### config.mk
export PLATFORM = sky130hd
export DESIGN_NAME = dmem_arbiter
export DESIGN_NICKNAME = d
export VERILOG_FILES = /design/src/rtl/dmem_arbiter.sv
export SDC_FILE = /design/constraint.sdc
export NUM_CORES = 1
export LEC_CHECK = 0
export CAP_MARGIN = 40
export CORE_MARGIN = 8
export CORE_UTILIZATION = 32
export DETAILED_ROUTE_END_ITERATION = 7
export HOLD_SLACK_MARGIN = 0.06
export PLACE_DENSITY = 0.73
export SKIP_LAST_GASP = 1
export SYNTH_ARGS = -nofsm -noshare
export SYNTH_HDL_FRONTEND = slang
export SYNTH_SLANG_ARGS = --single-unit
### constraint.sdc
create_clock -name clk -period 2.7 [get_ports clk]
set_clock_uncertainty 0.15 [all_clocks]
set_input_delay 0.27 -clock clk [delete_from_list [all_inputs] [get_ports clk]]
set_output_delay 0.27 -clock clk [all_outputs]
set_load 0.1 [all_outputs]
### src/rtl/dmem_arbiter.sv
// dmem_arbiter: round-robin arbiter for a shared single-port 64-word data memory, with a short RMW lock.
// Optional grant/conflict statistics counters are enabled by DMEM_ARB_STATS_EN.
module dmem_arbiter #(
   parameter int AW       = 6,
   parameter int DW       = 32,
   parameter int LOCK_MAX = 4
) (
   input  logic          clk,
   input  logic          rst_n,
   input  logic          p0_req,
   input  logic          p0_we,
   input  logic          p0_lock,
   input  logic [AW-1:0] p0_addr,
   input  logic [DW-1:0] p0_wdata,
   output logic          p0_gnt,
   output logic          p0_rvalid,
   output logic [DW-1:0] p0_rdata,
   input  logic          p1_req,
   input  logic          p1_we,
   input  logic          p1_lock,
   input  logic [AW-1:0] p1_addr,
   input  logic [DW-1:0] p1_wdata,
   output logic          p1_gnt,
   output logic          p1_rvalid,
   output logic [DW-1:0] p1_rdata,
   output logic          mem_read,
   output logic          mem_write,
   output logic [AW-1:0] mem_addr,
   output logic [DW-1:0] mem_wdata,
   input  logic [DW-1:0] mem_rdata
`ifdef DMEM_ARB_STATS_EN
   ,
   output logic [15:0]   stat_gnt0,
   output logic [15:0]   stat_gnt1,
   output logic [15:0]   stat_conflict
`endif
);
   typedef enum logic [1:0] {RR, LOCK0, LOCK1} state_e;
   state_e        state_q, state_d;
   logic          rr_q, rr_d;
   logic [3:0]    cnt_q, cnt_d;
   logic          lk0, lk1;
   logic          rv0_q, rv1_q;
   logic [DW-1:0] rd0_q, rd1_q;

   // A lock only holds priority while its owner keeps requesting; otherwise plain round-robin applies.
   always_comb begin
      lk0     = state_q == LOCK0 && p0_req;
      lk1     = state_q == LOCK1 && p1_req;
      p0_gnt  = p0_req && !lk1 && (lk0 || !p1_req || !rr_q);
      p1_gnt  = p1_req && !p0_gnt && !lk0;
      state_d = RR;
      rr_d    = rr_q;
      cnt_d   = '0;
      if (lk0 || lk1) begin
         if ((lk0 ? p0_lock : p1_lock) && cnt_q < 4'(LOCK_MAX - 1)) begin
            state_d = state_q;
            cnt_d   = cnt_q + 4'd1;
         end else
            rr_d = lk0;
      end else if (p0_gnt || p1_gnt) begin
         rr_d = p0_gnt;
         if (LOCK_MAX > 1 && (p0_gnt ? p0_lock : p1_lock)) begin
            state_d = p0_gnt ? LOCK0 : LOCK1;
            cnt_d   = 4'd1;
         end
      end
   end

   assign mem_addr  = p0_gnt ? p0_addr  : p1_gnt ? p1_addr  : '0;
   assign mem_wdata = p0_gnt ? p0_wdata : p1_gnt ? p1_wdata : '0;
   assign mem_read  = (p0_gnt && !p0_we) || (p1_gnt && !p1_we);
   assign mem_write = (p0_gnt && p0_we) || (p1_gnt && p1_we);
   assign p0_rvalid = rv0_q;
   assign p1_rvalid = rv1_q;
   assign p0_rdata  = rd0_q;
   assign p1_rdata  = rd1_q;

   always_ff @(posedge clk or negedge rst_n)
      if (!rst_n) begin
         state_q <= RR;
         rr_q    <= 1'b0;
         cnt_q   <= '0;
         rv0_q   <= 1'b0;
         rv1_q   <= 1'b0;
         rd0_q   <= '0;
         rd1_q   <= '0;
      end else begin
         state_q <= state_d;
         rr_q    <= rr_d;
         cnt_q   <= cnt_d;
         rv0_q   <= p0_gnt && !p0_we;
         rv1_q   <= p1_gnt && !p1_we;
         if (p0_gnt && !p0_we) rd0_q <= mem_rdata;
         if (p1_gnt && !p1_we) rd1_q <= mem_rdata;
      end

`ifdef DMEM_ARB_STATS_EN
   logic [15:0] gnt0_q, gnt1_q, conf_q;

   always_ff @(posedge clk or negedge rst_n)
      if (!rst_n) begin
         gnt0_q <= '0;
         gnt1_q <= '0;
         conf_q <= '0;
      end else begin
         if (p0_gnt && gnt0_q != 16'hFFFF) gnt0_q <= gnt0_q + 16'd1;
         if (p1_gnt && gnt1_q != 16'hFFFF) gnt1_q <= gnt1_q + 16'd1;
         if (p0_req && p1_req && conf_q != 16'hFFFF) conf_q <= conf_q + 16'd1;
      end

   assign stat_gnt0     = gnt0_q;
   assign stat_gnt1     = gnt1_q;
   assign stat_conflict = conf_q;
`endif
endmodule

==> impl_metrics.yaml <==
run_status:
  outcome: "finished clean"
clock_tree:
  ctsResizeCount: 0
  postCtsSetupBuffers: 0
  ctsLongestPathBuffers: 2
  clock_latency_ps: 330
  root_buffer: "clkbuf_8"
  cts_buffers: 9
  cts_tree: "yes"
  h-tree-depth: 3
  cts.sinks: 73
  path_clk_slew_ps: 90
  holdBufCountCts: 1
synth:
  synth-compound-area-share: 0.132
  synth.area.top_cells: "dfrtp_1 55%, mux2_4 13%, a22o_1 10%"
  ys_types: 30
  syn_inst: 230
  ys_ff_latch: 73
  synth_top_cell_by_area: "dfrtp_1"
  synth.area.mux_share: 0.248
  avgSynthCellArea_um2: 14.5
  synth.top_cell.area_share: 0.546
  yosysSeqAreaShare: 0.546
  synth.cell_area_um2: 3340
  yosysWarnings: 0
  synth_adder_area_share: 0.00374
  synthSimpleGateAreaFrac: 0.0348
  synth_xor_area_frac: 0
  synth_top_family_by_area: "multiplexers"
floorplanning:
  row_count: 37
  die_h_um: 118
  start_util: 0.327
  die_w_um: 118
  pin_count: 224
  core_um2: 10200
  die_area_um2: 14000
detailed_routing:
  drc: 0
  dr.pass1.iters: 4
  drtIter0Drc: 114
  vias: 2827
  avgViaCountPerCell: 4.70
  wl_per_cell_um: 20.8
  routed_wirelength_um: 12500
  ant_nets: 0
layout:
  nFillCells: 817
  final_cells: 601
  final_common_cell: "clkdlybuf4s50_1"
  diodes: 0
  nets: 577
  layout-drive-gt1-share: 0.424
  layout_common_cells: "114 x clkdlybuf4s50_1, 73 x dfrtp_1, 73 x buf_4, 45 x buf_12"
  area_growth_pct: 87.2
  finalCoreUtilization: 0.612
sta:
  max_freq_ghz: 0.396
  finalMaxSlewViolations: 0
  fin_setup_tns_ps: 0
  hold_viol: 0
  setup_viol: 0
  grt_setup_unrepaired: "false"
  finalCritPeriodShare: 0.934
  fin_hold_ws_ps: 317
  period_minus_slack_ps: 2520
critical_path:
  reg2reg_slack_ps: 530
  reg2regPathDepth: 5
  r2r-end: "p1_rdata[29]"
  r2r-start: "state_q[0]"
  cp_slowest_cell: "dfrtp_1"
  startpoint: "state_q[0]"
  path_class: "reg -> out"
  crit_path_cell_trace: "nor2b_2 -> o21ai_1 -> a21oi_2 -> buf_12 -> a22o_1 -> buf_12"
  crit_fanout: 39
  cp_data_arrival_time_ps: 2100
  crit_top_cell: "buf_12"
  cp-end-kind: "primary output"
  cp-start-kind: "flop"
  cp.required_ps: 2280
  cp_slowest_stage_delay_ps: 460
  critPathCapture: "mem_addr[5]"
power:
  power_per_cell_area_nw_per_um2: 940
  ir_drop_mv: 0.589
  p_leak_nw: 2.84
global_routing:
  grt_pass1_vias: 3101
  grt_pass1_wl_um: 19100
  grt_max_degree: 43
  antenna_found_initial: 0
  grt_overflow: 0
  grtUsageTotal: 0.176
place:
  post-place-cells: 584
  gp_congestion: 0.786
  hpwl_um: 10100
  port_buffers: 223
min_path:
  hp-class: "in -> async"
flow_run:
  maxCapViolations: 0
## through the flow
| stage | instance area, µm² | setup WS (ps) | total power, mW |
|---|---|---|---|
| 6_report | 6260 | 178 | 5.88 |
| 5_1_grt | 6260 | 79.2 | 6.07 |
| 4_1_cts | 6260 | 173 | 5.95 |
| 3_5_place_dp | 6050 | 344 | 5.06 |
| 3_3_place_gp | 6030 | 351 | 5.03 |
| 2_1_floorplan | 3380 | 35.4 | 4.00 |
## logic make-up (layout without fill, tap and decap cells)
group,count (synthesis),after routing
compound gates,51,51
fa+ha+maj,1,1
buf+inv,20,254
flops,73,73
mux,64,64
other cells,1,2
simple gates,20,20
## critical path, delay by kind of cell (launching register included)
family | cells | cell delay (ps)
AND/OR/NAND/NOR | 1 | 220
AO/OA/AOI/OAI | 3 | 660
buffers and inverters | 2 | 420
flip-flops | 1 | 460
## synth_stat cells (all sizes together)
master,number
nor2,1
dfrtp,73
nand4,1
buf,9
and2,2
nand4b,2
a211oi,1
a21oi,3
ha,1
o211ai,1
inv,5
a22o,38
o21ai,5
nand2,5
nor2b,2
nand3,1
clkbuf,6
nand2b,4
a221oi,1
conb,1
mux2,64
or3,2
a311oi,1
o21bai,1
## final cells by class
type | instances | area [µm²] | share of cell area
clock buffers | 10 | 138 | 0.0220
clock inverters | 6 | 66.3 | 0.0106
inverters | 5 | 18.8 | 0.00300
multi-input cells | 138 | 1440 | 0.230
flip-flops and latches | 73 | 1830 | 0.292
well taps | 136 | 170 | 0.0272
repair buffers | 233 | 2600 | 0.415
## state kept, by name, summed over array words and instances, names as in the netlist
name and flops:
p0_rvalid 1, cnt_q 4, p1_rvalid 1, p0_rdata 32, state_q 2, rr_q 1, p1_rdata 32
## worst min path at each step
stage	from	endpoint	slack (ps)	cells past startpoint
global placement	rst_n	p0_rdata[27]	300	1
CTS	rst_n	p1_rdata[2]	280	2
finish	rst_n	p1_rdata[2]	320	2
global route	rst_n	p1_rdata[2]	350	2
detailed placement	rst_n	p1_rdata[24]	120	1
floorplan	rst_n	cnt_q[0]	-180	0
## where the power goes
part / internal [mW] / total, mW / switching, mW
Combinational: 0.994 / 3.57 / 2.58
Clock: 0.453 / 0.864 / 0.410
Sequential: 1.32 / 1.45 / 0.128
## routing by layer
layer / vias up / share of wire / global-route usage / wire [µm]
li1: 1316 / - / - / -
met1: 1420 / 0.40 / 0.205 / 4960
met2: 85 / 0.55 / 0.315 / 6830
met3: 6 / 0.050 / 0.0524 / 620
met4: 0 / 0.0061 / 0.0296 / 76
met5: - / 0 / 0 / 0
Note: power is estimated with default switching activity, not from simulation.
